## config.mk

```make
export PLATFORM = sky130hd
export DESIGN_NAME = vram_arbiter
export DESIGN_NICKNAME = d
export VERILOG_FILES = /design/src/rtl/graphite_pkg.sv /design/src/rtl/vram_arbiter.sv
export SDC_FILE = /design/constraint.sdc
export NUM_CORES = 1
export LEC_CHECK = 0
export ABC_AREA = 1
export CORE_MARGIN = 10
export CORE_UTILIZATION = 35
export DETAILED_ROUTE_END_ITERATION = 6
export PLACE_DENSITY_LB_ADDON = 0.1
export SKIP_CTS_REPAIR_TIMING = 1
export SLEW_MARGIN = 20
export SYNTH_ARGS = -nofsm -noshare
export SYNTH_HDL_FRONTEND = slang
export SYNTH_SLANG_ARGS = --single-unit
```

## constraint.sdc

```tcl
create_clock -name clk -period 5.9 [get_ports clk]
set_input_delay 1.475 -clock clk [delete_from_list [all_inputs] [get_ports clk]]
set_output_delay 1.475 -clock clk [all_outputs]
set_load 0.02 [all_outputs]
```

## src/rtl/graphite_pkg.sv

```systemverilog
// Shared types and widths for the graphite VRAM path.
package graphite_pkg;

  localparam int VRAM_DATA_W = 16;
  localparam int VRAM_ADDR_W = 32;
  localparam int VRAM_MASK_W = 4;

  typedef enum logic [1:0] {
    IDLE = 2'd0,
    BUSY = 2'd1,
    DONE = 2'd2
  } arb_state_t;

  typedef enum logic {
    GRANT_GFX  = 1'b0,
    GRANT_SCAN = 1'b1
  } grant_t;

  // Framebuffer-relative to absolute word address; wraps modulo 2^32.
  function automatic logic [VRAM_ADDR_W-1:0] fb_map(
    input logic [VRAM_ADDR_W-1:0] base,
    input logic [VRAM_ADDR_W-1:0] rel
  );
    return base + rel;
  endfunction

endpackage

```

## src/rtl/vram_arbiter.sv

```systemverilog
// Single-port VRAM arbiter between the rasterizer and display scanout.
// Owns front/back buffer selection and maps relative addresses to absolute.
module vram_arbiter
  import graphite_pkg::*;
#(
  parameter int FB_WIDTH     = 128,
  parameter int FB_HEIGHT    = 128,
  parameter int FB0_BASE     = 0,
  parameter int FB1_BASE     = FB_WIDTH * FB_HEIGHT,
  parameter int STARVE_LIMIT = 4
) (
  input  logic                   clk,
  input  logic                   reset_i,
  input  logic                   gfx_sel_i,
  input  logic                   gfx_wr_i,
  input  logic [VRAM_MASK_W-1:0] gfx_mask_i,
  input  logic [VRAM_ADDR_W-1:0] gfx_addr_i,
  input  logic [VRAM_DATA_W-1:0] gfx_data_i,
  output logic [VRAM_DATA_W-1:0] gfx_data_o,
  output logic                   gfx_ack_o,
  input  logic                   swap_i,
  input  logic                   scan_req_i,
  input  logic [VRAM_ADDR_W-1:0] scan_addr_i,
  output logic [VRAM_DATA_W-1:0] scan_data_o,
  output logic                   scan_ack_o,
  output logic                   mem_req_o,
  output logic                   mem_wr_o,
  output logic [VRAM_MASK_W-1:0] mem_mask_o,
  output logic [VRAM_ADDR_W-1:0] mem_addr_o,
  output logic [VRAM_DATA_W-1:0] mem_wdata_o,
  input  logic [VRAM_DATA_W-1:0] mem_rdata_i,
  input  logic                   mem_ack_i,
  output logic                   front_o
);

  localparam int CNT_W = $clog2(STARVE_LIMIT + 1);
  localparam logic [CNT_W-1:0]       STARVE_MAX = CNT_W'(STARVE_LIMIT);
  localparam logic [VRAM_ADDR_W-1:0] FB0_ADDR   = VRAM_ADDR_W'(FB0_BASE);
  localparam logic [VRAM_ADDR_W-1:0] FB1_ADDR   = VRAM_ADDR_W'(FB1_BASE);

  arb_state_t             state_r;
  grant_t                 grant_r;
  logic [CNT_W-1:0]       starve_cnt_r;
  logic                   front_pending_r;
  logic                   scan_win_s;
  logic                   gfx_win_s;
  logic [VRAM_ADDR_W-1:0] scan_base_s;
  logic [VRAM_ADDR_W-1:0] gfx_base_s;

  // Pick the winner: scan has priority until gfx has waited STARVE_LIMIT scan grants.
  always_comb begin
    scan_win_s = 1'b0;
    gfx_win_s  = 1'b0;
    if (scan_req_i && (!gfx_sel_i || (starve_cnt_r < STARVE_MAX))) begin
      scan_win_s = 1'b1;
    end else if (gfx_sel_i) begin
      gfx_win_s = 1'b1;
    end else begin
      scan_win_s = 1'b0;
      gfx_win_s  = 1'b0;
    end
  end

  // Scanout reads the front buffer, the rasterizer works on the back buffer.
  always_comb begin
    scan_base_s = FB0_ADDR;
    gfx_base_s  = FB1_ADDR;
    if (front_o) begin
      scan_base_s = FB1_ADDR;
      gfx_base_s  = FB0_ADDR;
    end else begin
      scan_base_s = FB0_ADDR;
      gfx_base_s  = FB1_ADDR;
    end
  end

  // Swap pulses toggle a pending bit; it reaches front_o only between transactions.
  always_ff @(posedge clk or posedge reset_i) begin
    if (reset_i) begin
      front_pending_r <= 1'b0;
    end else if (swap_i) begin
      front_pending_r <= ~front_pending_r;
    end
  end

  // Count consecutive scan grants that made a pending rasterizer wait.
  always_ff @(posedge clk or posedge reset_i) begin
    if (reset_i) begin
      starve_cnt_r <= {CNT_W{1'b0}};
    end else if (state_r == IDLE) begin
      if (gfx_win_s || !gfx_sel_i) begin
        starve_cnt_r <= {CNT_W{1'b0}};
      end else if (scan_win_s && (starve_cnt_r < STARVE_MAX)) begin
        starve_cnt_r <= starve_cnt_r + {{(CNT_W-1){1'b0}}, 1'b1};
      end
    end
  end

  // Grant / memory access / ack sequencing with registered outputs.
  always_ff @(posedge clk or posedge reset_i) begin
    if (reset_i) begin
      state_r     <= IDLE;
      grant_r     <= GRANT_GFX;
      mem_req_o   <= 1'b0;
      mem_wr_o    <= 1'b0;
      mem_mask_o  <= {VRAM_MASK_W{1'b0}};
      mem_addr_o  <= {VRAM_ADDR_W{1'b0}};
      mem_wdata_o <= {VRAM_DATA_W{1'b0}};
      gfx_data_o  <= {VRAM_DATA_W{1'b0}};
      scan_data_o <= {VRAM_DATA_W{1'b0}};
      gfx_ack_o   <= 1'b0;
      scan_ack_o  <= 1'b0;
      front_o     <= 1'b0;
    end else begin
      case (state_r)
        IDLE: begin
          // The grant below still uses the old front; the new one applies next time.
          front_o <= front_pending_r;
          if (scan_win_s) begin
            grant_r     <= GRANT_SCAN;
            mem_req_o   <= 1'b1;
            mem_wr_o    <= 1'b0;
            mem_mask_o  <= {VRAM_MASK_W{1'b0}};
            mem_addr_o  <= fb_map(scan_base_s, scan_addr_i);
            mem_wdata_o <= {VRAM_DATA_W{1'b0}};
            state_r     <= BUSY;
          end else if (gfx_win_s) begin
            grant_r     <= GRANT_GFX;
            mem_req_o   <= 1'b1;
            mem_wr_o    <= gfx_wr_i;
            mem_mask_o  <= gfx_mask_i;
            mem_addr_o  <= fb_map(gfx_base_s, gfx_addr_i);
            mem_wdata_o <= gfx_data_i;
            state_r     <= BUSY;
          end else begin
            mem_req_o <= 1'b0;
          end
        end
        BUSY: begin
          if (mem_ack_i) begin
            mem_req_o <= 1'b0;
            state_r   <= DONE;
            if (grant_r == GRANT_SCAN) begin
              scan_ack_o  <= 1'b1;
              scan_data_o <= mem_rdata_i;
            end else begin
              gfx_ack_o <= 1'b1;
              if (!mem_wr_o) begin
                gfx_data_o <= mem_rdata_i;
              end
            end
          end
        end
        DONE: begin
          gfx_ack_o  <= 1'b0;
          scan_ack_o <= 1'b0;
          state_r    <= IDLE;
        end
        default: begin
          mem_req_o  <= 1'b0;
          gfx_ack_o  <= 1'b0;
          scan_ack_o <= 1'b0;
          state_r    <= IDLE;
        end
      endcase
    end
  end

endmodule

```

Word level (Yosys, flattened, before mapping)
Cells that the tools add are included.
Widths: inputs -> output; s select.
{ "totals": {"reg_bits": 96, "in_bits": 107, "out_inout_bits": 89} }
{ "classes": {"add_sub_neg": 3, "n_lt_le_gt_ge": 1, "eq_ne": 6, "muxes": 31, "bitwise": 5, "n_reduce_logical": 16} }
{ "op_table": {"columns": ["op", "n"], "rows": [
  ["$add 32x32->32", 2],
  ["$mux 32", 2],
  ["$mux 16", 2],
  ["$mux 15", 2],
  ["$mux 1", 14],
  ["$reduce_and 3->1", 3],
  ["$mux 4", 2],
  ["$reduce_and 2->1", 4],
  ["$mux 2", 3],
  ["$mux 3", 2],
  ["$ne 2x2->1 const B", 3],
  ["$not 1->1", 5],
  ["$pmux 1 s2", 2],
  ["$pmux 2 s2", 1],
  ["$reduce_and 4->1", 1],
  ["$reduce_bool 2->1", 2],
  ["$add 3x1->3 const B", 1],
  ["$lt 3x3->1 const B", 1],
  ["$ne 3x3->1 const B", 1],
  ["$pmux 1 s3", 1],
  ["$eq 2x1->1 const B", 1],
  ["$eq 2x2->1 const B", 1],
  ["$logic_and 1x1->1", 2],
  ["$logic_not 2->1", 1],
  ["2 further kinds", 3]
]} }

Depth between registers and ports, before layout
{ "depth": {"word_depth": 7, "depth_mapped": 12} }

Least setup slack after synthesis
Ideal clock, no wire load.
{ "synth_path": {"kind": "input to register", "from": "input scan_addr_i[14]", "to": "register mem_addr_o[24]", "arrival_time_ps": 2587, "required_ps": 5784, "path_slack_ps": 3197, "path_stages": 9, "n_path_buf": 0, "path_cell_list": "ha_1 ha_1 nand3_1 nor3_1 nand4_1 nand2_1 nand2_1 nand2_1 nand2_1"} }
{ "synth_between": {"elab_chain_len": 2} }
{ "synth_lines": {"columns": ["item", "line", "text"], "rows": [
  ["start, declared", "vram_arbiter.sv:23", "input logic [VRAM_ADDR_W-1:0] scan_addr_i,"],
  ["$add 32x32->32", "graphite_pkg.sv:24", "return base + rel;"],
  ["$mux 32", "vram_arbiter.sv:119", "if (scan_win_s) begin"],
  ["end signal, assigned", "vram_arbiter.sv:107", "mem_addr_o <= {VRAM_ADDR_W{1'b0}};"],
  ["end signal, assigned", "vram_arbiter.sv:124", "mem_addr_o <= fb_map(scan_base_s, scan_addr_i);"],
  ["end signal, assigned", "vram_arbiter.sv:132", "mem_addr_o <= fb_map(gfx_base_s, gfx_addr_i);"],
  ["end, declared", "vram_arbiter.sv:29", "output logic [VRAM_ADDR_W-1:0] mem_addr_o,"]
]} }
No other way between the ends.
A chain may end at the register's enable or synchronous reset.

Final worst setup path
{ "layout_path": {"from": "input gfx_sel_i", "to": "register mem_addr_o[4]"} }
{ "layout_between": {"elab_chain_len": 6} }
{ "layout_lines": {"columns": ["item", "line", "text"], "rows": [
  ["start, declared", "vram_arbiter.sv:14", "input logic gfx_sel_i,"],
  ["$logic_not 1->1", "vram_arbiter.sv:54", "if (scan_req_i && (!gfx_sel_i || (starve_cnt_r < STARVE_MAX))) begin"],
  ["$logic_or 1x1->1", "vram_arbiter.sv:54", null],
  ["$logic_and 1x1->1", "vram_arbiter.sv:54", null],
  ["$mux 1", "vram_arbiter.sv:54", null],
  ["$reduce_bool 2->1 (no source line)", null, null],
  ["$reduce_and 2->1 (no source line)", null, null]
]} }
Parallel ways exist; a longest one is shown, timed or not.

==> summary.md <==
| Metric | Value |
|---|---|
| Row count | `42` |
| Hpwl dp | `11500 microns` |
| Depth of the CTS H-tree | `3` |
| Most frequent cells in the layout | `clkdlybuf4s50_1, nand2_1, dfrtp_1` |
| Place WS | `2.23 ns` |
| Fin. Hold Viols | `0` |
| GRT Total Usage | `0.162` |
| Flop2flop setup slack | `3.67 ns` |
| CTS Sinks | `96` |
| Hold/Removal Path Class | `reg -> reg` |
| MaxCap Viol Count | `0` |
| First-pass GRT wire length | `23800 microns` |
| Clock Skew | `0.00373 ns` |
| CTS Buf Count | `9` |
| Non-Filler Instances | `924` |
| Commonest non-fill, non-tap cell in the layout | `clkdlybuf4s50_1` |
| Async set or reset register ratio after synthesis | `1.00` |
| Finish-stage setup viols | `0` |
| Die Wd | `135 microns` |
| Number of antenna diodes | `0` |
| Chip Height | `135 microns` |
| Root buf cell | `clkbuf_16` |
| Layout net count | `855` |
| Slew HR | `0.446` |
| Setup WS post-layout | `2.68 ns` |
| Tmin final | `3.22 ns` |
| F_max | `310 MHz` |
| Yosys reg bits | `96` |
| Cells along the critical path | `clkdlybuf4s50_1 > o21ai_4 > buf_4 > nor2_4 > inv_2 > o22ai_1 > nor2_1` |
| PwrDens | `492 mW/mm^2` |
| Worst path arrival time | `3.46 ns` |
| DR WL/cell | `16.5 microns` |
| Area grow syn2layout | `51.1%` |
| CP max stage delay | `0.60 ns` |
| Synth warn | `0` |
| Die area | `0.0183 sq mm` |
| Overflow left after global routing | `0` |
| Hold_ws | `0.473 ns` |
| Vias | `4478` |
| Worst-path fanout max | `37` |
| Max clock buf depth | `2` |
| CP delay by family, top | `buffers and inverters` |
| 1st-iter DRT viols | `234` |
| Final Power | `3.46 mW` |
| Peak VDD IR | `0.000211 V` |
| Fin crit share | `0.546` |
| DP Cell Count | `908` |
| Top_reg_cell synth | `dfrtp_1` |
| Syn Nets | `666` |
| Number of global-route vias before repair | `4505` |
| Share of layout cells above drive strength 1 | `0.0455` |
| P_leak | `3.14 nW` |
| Final Max Tran Viols | `0` |
| Mapped Cells | `554` |
| First drt pass iteration count | `5` |
| CP Launch Type | `input port` |
| CTS tree | `built` |
| Wirelength, routed | `15200 microns` |
| Via density | `4.85` |
| # port buffers | `195` |
| Drt drc | `0` |
| Worst path bufs/invs | `3` |
| Core footprint | `0.0131 sq mm` |
| Gp weighted congestion | `0.886` |
| IO Count | `196` |
| Antenna violations before repair | `0` |
| Run status | `complete, no violations` |
| CP endpoint kind | `flop` |
| Antenna Nets Post-Route | `0` |
| Area after DPL | `0.00673 sq mm` |
| RSZ-0062 raised after global routing | `false` |
| Design area | `0.00703 sq mm` |
| Total Neg Setup Slack | `0 ns` |
| Starting Density | `0.354` |
| Worst path slowest cell | `clkdlybuf4s50_1` |
| Clock latency on the worst-skew pair | `0.35 ns` |
| Post-synth EDFFs | `0` |
| Clock slew at reported path FFs | `0.07 ns` |
| Setup CP Type | `in -> reg` |
| Final core utilization | `0.535` |
| Synth unique cells | `33` |
| Seq/Total Area, Yosys | `0.517` |
| Cell area after synthesis | `0.00465 sq mm` |
| Largest net degree at the start of global routing | `66` |
| Worst-margin pin slew | `0.832 ns` |
| Critical Path RT | `6.14 ns` |
| Mean area per synthesized cell | `8.39 sq um` |
==> synthesized netlist by cell type (5+ instances only) <==
cell | n | area (sq um)
inv_1 | 47 | 176
nor2_1 | 72 | 270
xor2_1 | 6 | 52.6
nand3b_1 | 6 | 45.0
nand3_1 | 38 | 190
a31oi_1 | 6 | 37.5
nand2_1 | 135 | 507
a21oi_1 | 10 | 50.1
o21ai_0 | 28 | 140
inv_2 | 5 | 18.8
o22ai_1 | 16 | 100
o21ai_1 | 23 | 115
buf_2 | 13 | 65.1
ha_1 | 5 | 62.6
a22o_1 | 20 | 175
nand4_1 | 5 | 31.3
dfrtp_1 | 96 | 2400
==> worst paths after layout <==
check                                 from         endpoint  cells past startpoint
setup / recovery                 gfx_sel_i    mem_addr_o[4]                      7
setup reg to reg                state_r[1]    mem_addr_o[4]                      7
min in group asynchronous          reset_i    mem_mask_o[0]                      2
max in group asynchronous          reset_i   scan_data_o[5]                      3
hold reg to reg            front_pending_r  front_pending_r                      1
hold / removal             front_pending_r  front_pending_r                      1
==> layer usage <==
layer,up-vias,share of wire,wire length [microns],track usage
li1,2212,-,-,-
met1,2092,0.44,6690,0.203
met2,160,0.47,7090,0.263
met3,14,0.079,1210,0.0464
met4,0,0.015,221,0.0532
met5,-,0,0,0
==> registers in the layout, indices dropped and copies added (netlist names) <==
signal           cells
scan_ack_o           1
mem_req_o            1
front_o              1
grant_r              1
mem_mask_o           4
gfx_ack_o            1
front_pending_r      1
starve_cnt_r         3
gfx_data_o          16
mem_wdata_o         16
state_r              2
mem_addr_o          32
mem_wr_o             1
scan_data_o         16
==> power by group <==
group          switching (mW)  total (mW)  internal [mW]
Sequential              0.186        1.16          0.973
Combinational           0.928        1.71          0.783
Clock                   0.258       0.587          0.329
==> cell families after synthesis <==
| kind of cell | count (synthesis) | share of synthesized area |
|---|---|---|
| fa+ha+maj | 5 | 0.0135 |
| compound gates | 110 | 0.151 |
| buf+inv | 71 | 0.0665 |
| flops | 96 | 0.517 |
| xor+xnor | 7 | 0.0132 |
| simple gates | 265 | 0.239 |
==> final cells by class <==
class	count	area, sq um
Inverter	52	198
Clock inverter	7	70.1
Fill cell	1282	6110
Sequential cell	96	2400
Clock buffer	9	225
Multi-Input combinational cell	387	1940
Tap cell	176	220
Timing Repair Buffer	197	1970
Note: power is estimated with default switching activity, not from simulation.
